--- config.mk ---
export PLATFORM = sky130hd
export DESIGN_NAME = fifo_rd_ctrl
export DESIGN_NICKNAME = d
export VERILOG_FILES = /design/src/rtl/fifo_rd_ctrl.sv
export SDC_FILE = /design/constraint.sdc
export NUM_CORES = 1
export LEC_CHECK = 0
export CORE_MARGIN = 2
export CORE_UTILIZATION = 41
export DETAILED_ROUTE_END_ITERATION = 8
export PLACE_DENSITY = 0.75
export SLEW_MARGIN = 0
export SYNTH_ARGS = -nofsm -noshare
export SYNTH_HDL_FRONTEND = slang
export SYNTH_SLANG_ARGS = --single-unit
--- constraint.sdc ---
create_clock -name rclk -period 3.2 [get_ports rclk]
set_clock_uncertainty 0.15 [all_clocks]
set_input_delay 0.32 -clock rclk [delete_from_list [all_inputs] [get_ports rclk]]
set_output_delay 0.32 -clock rclk [all_outputs]
set_load 0.01 [all_outputs]
--- src/rtl/fifo_rd_ctrl.sv ---
// Read-side controller of the async FIFO (rclk domain): Gray/binary read pointer,
// registered empty/almost-empty/level flags and a first-word-fall-through output register.
module fifo_rd_ctrl #(
    parameter int unsigned ADDRSIZE  = 4,
    parameter int unsigned DATASIZE  = 8,
    parameter int unsigned AEMPTY_TH = 2
) (
    input  logic                rclk,
    input  logic                rrst,
    input  logic [ADDRSIZE:0]   rd_wptr,
    input  logic [DATASIZE-1:0] rdata_mem,
    input  logic                rd_ready,
    output logic [ADDRSIZE-1:0] raddr,
    output logic [ADDRSIZE:0]   rptr,
    output logic [DATASIZE-1:0] rd_data,
    output logic                rd_valid,
    output logic                rempty,
    output logic                raempty,
    output logic [ADDRSIZE:0]   rlevel
);

    localparam int unsigned PW = ADDRSIZE + 1;

    logic [PW-1:0]       rbin;
    logic [PW-1:0]       rbin_next;
    logic [PW-1:0]       rgray_next;
    logic [PW-1:0]       wbin;
    logic [PW-1:0]       level_next;
    logic                pop;
    logic                valid_next;
    logic [DATASIZE-1:0] data_next;
    logic                empty_next;
    logic                aempty_next;

    // Next-state: pop decision, pointer advance, output register and flag values
    always_comb begin
        pop        = !rempty && (!rd_valid || rd_ready);
        rbin_next  = rbin + PW'(pop);
        rgray_next = (rbin_next >> 1) ^ rbin_next;

        // Gray-to-binary as an XOR of all right shifts (prefix from the MSB)
        wbin = rd_wptr;
        for (int unsigned s = 1; s < PW; s++) begin
            wbin = wbin ^ (rd_wptr >> s);
        end

        valid_next = rd_valid;
        data_next  = rd_data;
        if (pop) begin
            valid_next = 1'b1;
            data_next  = rdata_mem;
        end else if (rd_valid && rd_ready) begin
            valid_next = 1'b0;
        end

        empty_next  = (rgray_next == rd_wptr);
        level_next  = (wbin - rbin_next) + PW'(valid_next);
        aempty_next = (level_next <= PW'(AEMPTY_TH));
    end

    always_ff @(posedge rclk or negedge rrst) begin
        if (!rrst) begin
            rbin     <= '0;
            rptr     <= '0;
            rd_data  <= '0;
            rd_valid <= 1'b0;
            rempty   <= 1'b1;
            raempty  <= 1'b1;
            rlevel   <= '0;
        end else begin
            rbin     <= rbin_next;
            rptr     <= rgray_next;
            rd_data  <= data_next;
            rd_valid <= valid_next;
            rempty   <= empty_next;
            raempty  <= aempty_next;
            rlevel   <= level_next;
        end
    end

    assign raddr = rbin[ADDRSIZE-1:0];

endmodule
==> summary.md <==
| Metric | Value |
|---|---|
| Setup TNS | `0 ns` |
| Largest net degree at the start of global routing | `26` |
| Total Power | `2.386 mW` |
| Count of cell types in the netlist | `30` |
| Total track usage | `14.27%` |
| Starting DRT DRC Count | `9` |
| Maximum vdd drop | `715.8 uV` |
| Post-synth EDFFs | `0` |
| Clk Tree Root Cell | `clkbuf_4` |
| Leakage | `0.8620 nW` |
| Worst-path clk slew | `0.14 ns` |
| Synth-to-Final Area Change | `50.05%` |
| Most instantiated cells after synthesis | `dfrtp_1 (23), ha_1 (10), inv_1 (9), xnor2_1 (9), mux2_1 (8)` |
| Synth area leader | `dfrtp_1` |
| Pre-antenna DRT Iters | `2` |
| Core area | `3053 um^2` |
| Clock latency on the worst-skew pair | `0.31 ns` |
| Util after Layout | `64.51%` |
| First-pass GRT wire length | `3939 um` |
| Outcome | `complete, no violations` |
| Initial Util | `42.99%` |
| Syn Area/Cell | `12.74 um^2` |
| Gate Count Post-Synth | `103` |
| Final setup vio count | `0` |
| Met2 usage | `24.58%` |
| IO Pins | `41` |
| Post-Syn Nets | `130` |
| Pwr dens | `1212 nW/um^2` |
| Hold WS | `0.2101 ns` |
| Grt total ovfl | `0` |
| Layout cells sized above 1 | `25.93%` |
| Ys Warns | `0` |
| DP Area | `1876 um^2` |
| Layer carrying the most global-route usage | `met2` |
| Setup WS post-layout | `0.1222 ns` |
| Highest clock rate | `0.3249 GHz` |
| WS Path Type | `input pin to flop` |
| Dpl ws | `-0.2364 ns` |
| Hold WC Path Type | `input pin to asynchronous set/reset pin` |
| Final instance area | `1969 um^2` |
| Startpoint types | `input pin` |
| Synth Register Bits | `25` |
| Mapped Area | `1313 um^2` |
| Max_slew headroom | `74.28%` |
| Remaining DRCs | `0` |
| WP data arrival | `3.15 ns` |
| Worst Max-Slew Pin Slew | `0.3830 ns` |
| Num rows | `20` |
| Layout Cells excl Fill | `206` |
| Async SR Flop Fraction | `100.0%` |
| Vias | `927` |
| Mean routed wirelength per cell | `11.89 um` |
| Synth top area share | `43.85%` |
| Die width | `60.58 um` |
| Met1 Use GR | `18.56%` |
| Die Ht | `60.58 um` |
| Clk sink count | `25` |
| Most common cell in the synthesized netlist | `dfrtp_1` |
| Vias in the first global route | `906` |
| Drt total wl | `2450 um` |
| RePlAce Congestion | `0.7882` |
| Post-DP HPWL | `1910 um` |
| Max Root-Sink Buffers | `2` |
| CTS tree | `yes` |
| Final period utilization | `96.18%` |
| Crit end category | `flop` |
| Final Net Count | `190` |
| Port bufs | `40` |
| GRT met3 Usage | `3.198%` |
| Area contributors post-synth | `dfrtp_1 (44%), ha_1 (9.5%), mux2_1 (6.9%), xnor2_2 (6.2%), xnor2_1 (6.0%)` |
| Inst Count DP | `201` |
| Final Slew Violations | `0` |
| Initial antenna violation count | `0` |
| Max cap viols | `0` |
| Final ANT Viol Nets | `0` |
| Critical Path Fanout Max | `3` |
| Die area | `3670 um^2` |
| DR vias/cell | `4.500` |
| Fin crit period | `3.078 ns` |
| CP required | `3.27 ns` |
| TritonCTS buffer count | `3` |
| Synth Flop Type | `dfrtp_1` |
| Unrepaired setup endpoints after global routing | `false` |
| H-tree depth | `1` |
| Final hold vios | `0` |
| Diode count | `0` |
| Seq/Total Area, Yosys | `47.86%` |
[placed cells by master, fill, tap and decap left out, types with 3 or more instances in the layout]
cell type	synthesis	final
xnor2_1	9	8
xnor2_2	5	6
inv_1	9	9
nor2_1	4	3
clkbuf_4	0	3
xor2_1	7	7
mux2_1	8	8
ha_1	10	8
clkdlybuf4s50_1	0	40
dfrtp_1	23	23
buf_4	0	16
[sequential cells by signal, indices dropped and copies added, names as in the netlist]
signal	count
rd_data	8
rd_valid	1
rptr	4
raempty	1
rbin	5
rlevel	5
rempty	1
[metal layers]
metal  up-vias  share of wire (%)
met2        30                 49
li1        462                  -
met3         0                6.7
met5         -                  0
met4         0                  0
met1       435                 45
[worst max-delay path, cell delays in order]
cell	delay, ns
clkdlybuf4s50_1	0.41
nand2b_4	0.14
nor2b_2	0.16
ha_2	0.18
ha_1	0.29
inv_1	0.07
ha_4	0.26
inv_1	0.05
fa_2	0.38
nand2b_1	0.16
a21oi_2	0.18
xnor2_2	0.11
xnor2_2	0.16
a2111oi_4	0.27
[worst paths after layout]
kind	start	endpoint	slack, ns	cells after the start
max	rd_ready	raempty	0.12	14
min	rrst	rlevel[4]	0.21	2
max reg2reg	rempty	raempty	0.22	12
min reg2reg	rd_data[7]	rd_data[7]	0.35	1
max in group asynchronous	rrst	raempty	2.40	2
min in group rclk	rd_data[7]	rd_data[7]	0.35	1
[where the power goes]
part | internal [mW] | leakage [nW] | total [mW] | switching (mW)
logic | 0.933 | 0.558 | 1.68 | 0.742
registers | 0.477 | 0.287 | 0.571 | 0.0936
clock network | 0.0466 | 0.0177 | 0.140 | 0.0934
[kinds of logic (layout without fill, tap and decap cells)]
| family | after synthesis | in the layout | share of synthesized area (%) |
|---|---|---|---|
| adder cells (fa/ha/maj) | 11 | 11 | 11.06 |
| AO/OA/AOI/OAI | 9 | 9 | 5.528 |
| flip-flops | 25 | 25 | 47.85 |
| multiplexers | 8 | 8 | 6.864 |
| buffers and inverters | 11 | 70 | 3.240 |
| XOR/XNOR | 21 | 21 | 16.87 |
| AND/OR/NAND/NOR | 18 | 18 | 8.579 |
[timing repair]
| action | CTS | global route |
|---|---|---|
| buffers inserted | 0 | 1 |
| endpoints found under the setup margin | 0 | 1 |
| hold buffers | 0 | 0 |
| resized for setup | 0 | 10 |
[cell type report]
cell class                 instances  area, um^2
sequential                        25       628.1
timing repair buffer              56       520.5
clock inverter                     1       5.005
multi-input combinational         67       700.7
clock buffer                       3       22.52
fill                             255        1084
tap                               44       55.05
inverter                          10       37.54
Note: power is estimated with default switching activity, not from simulation.
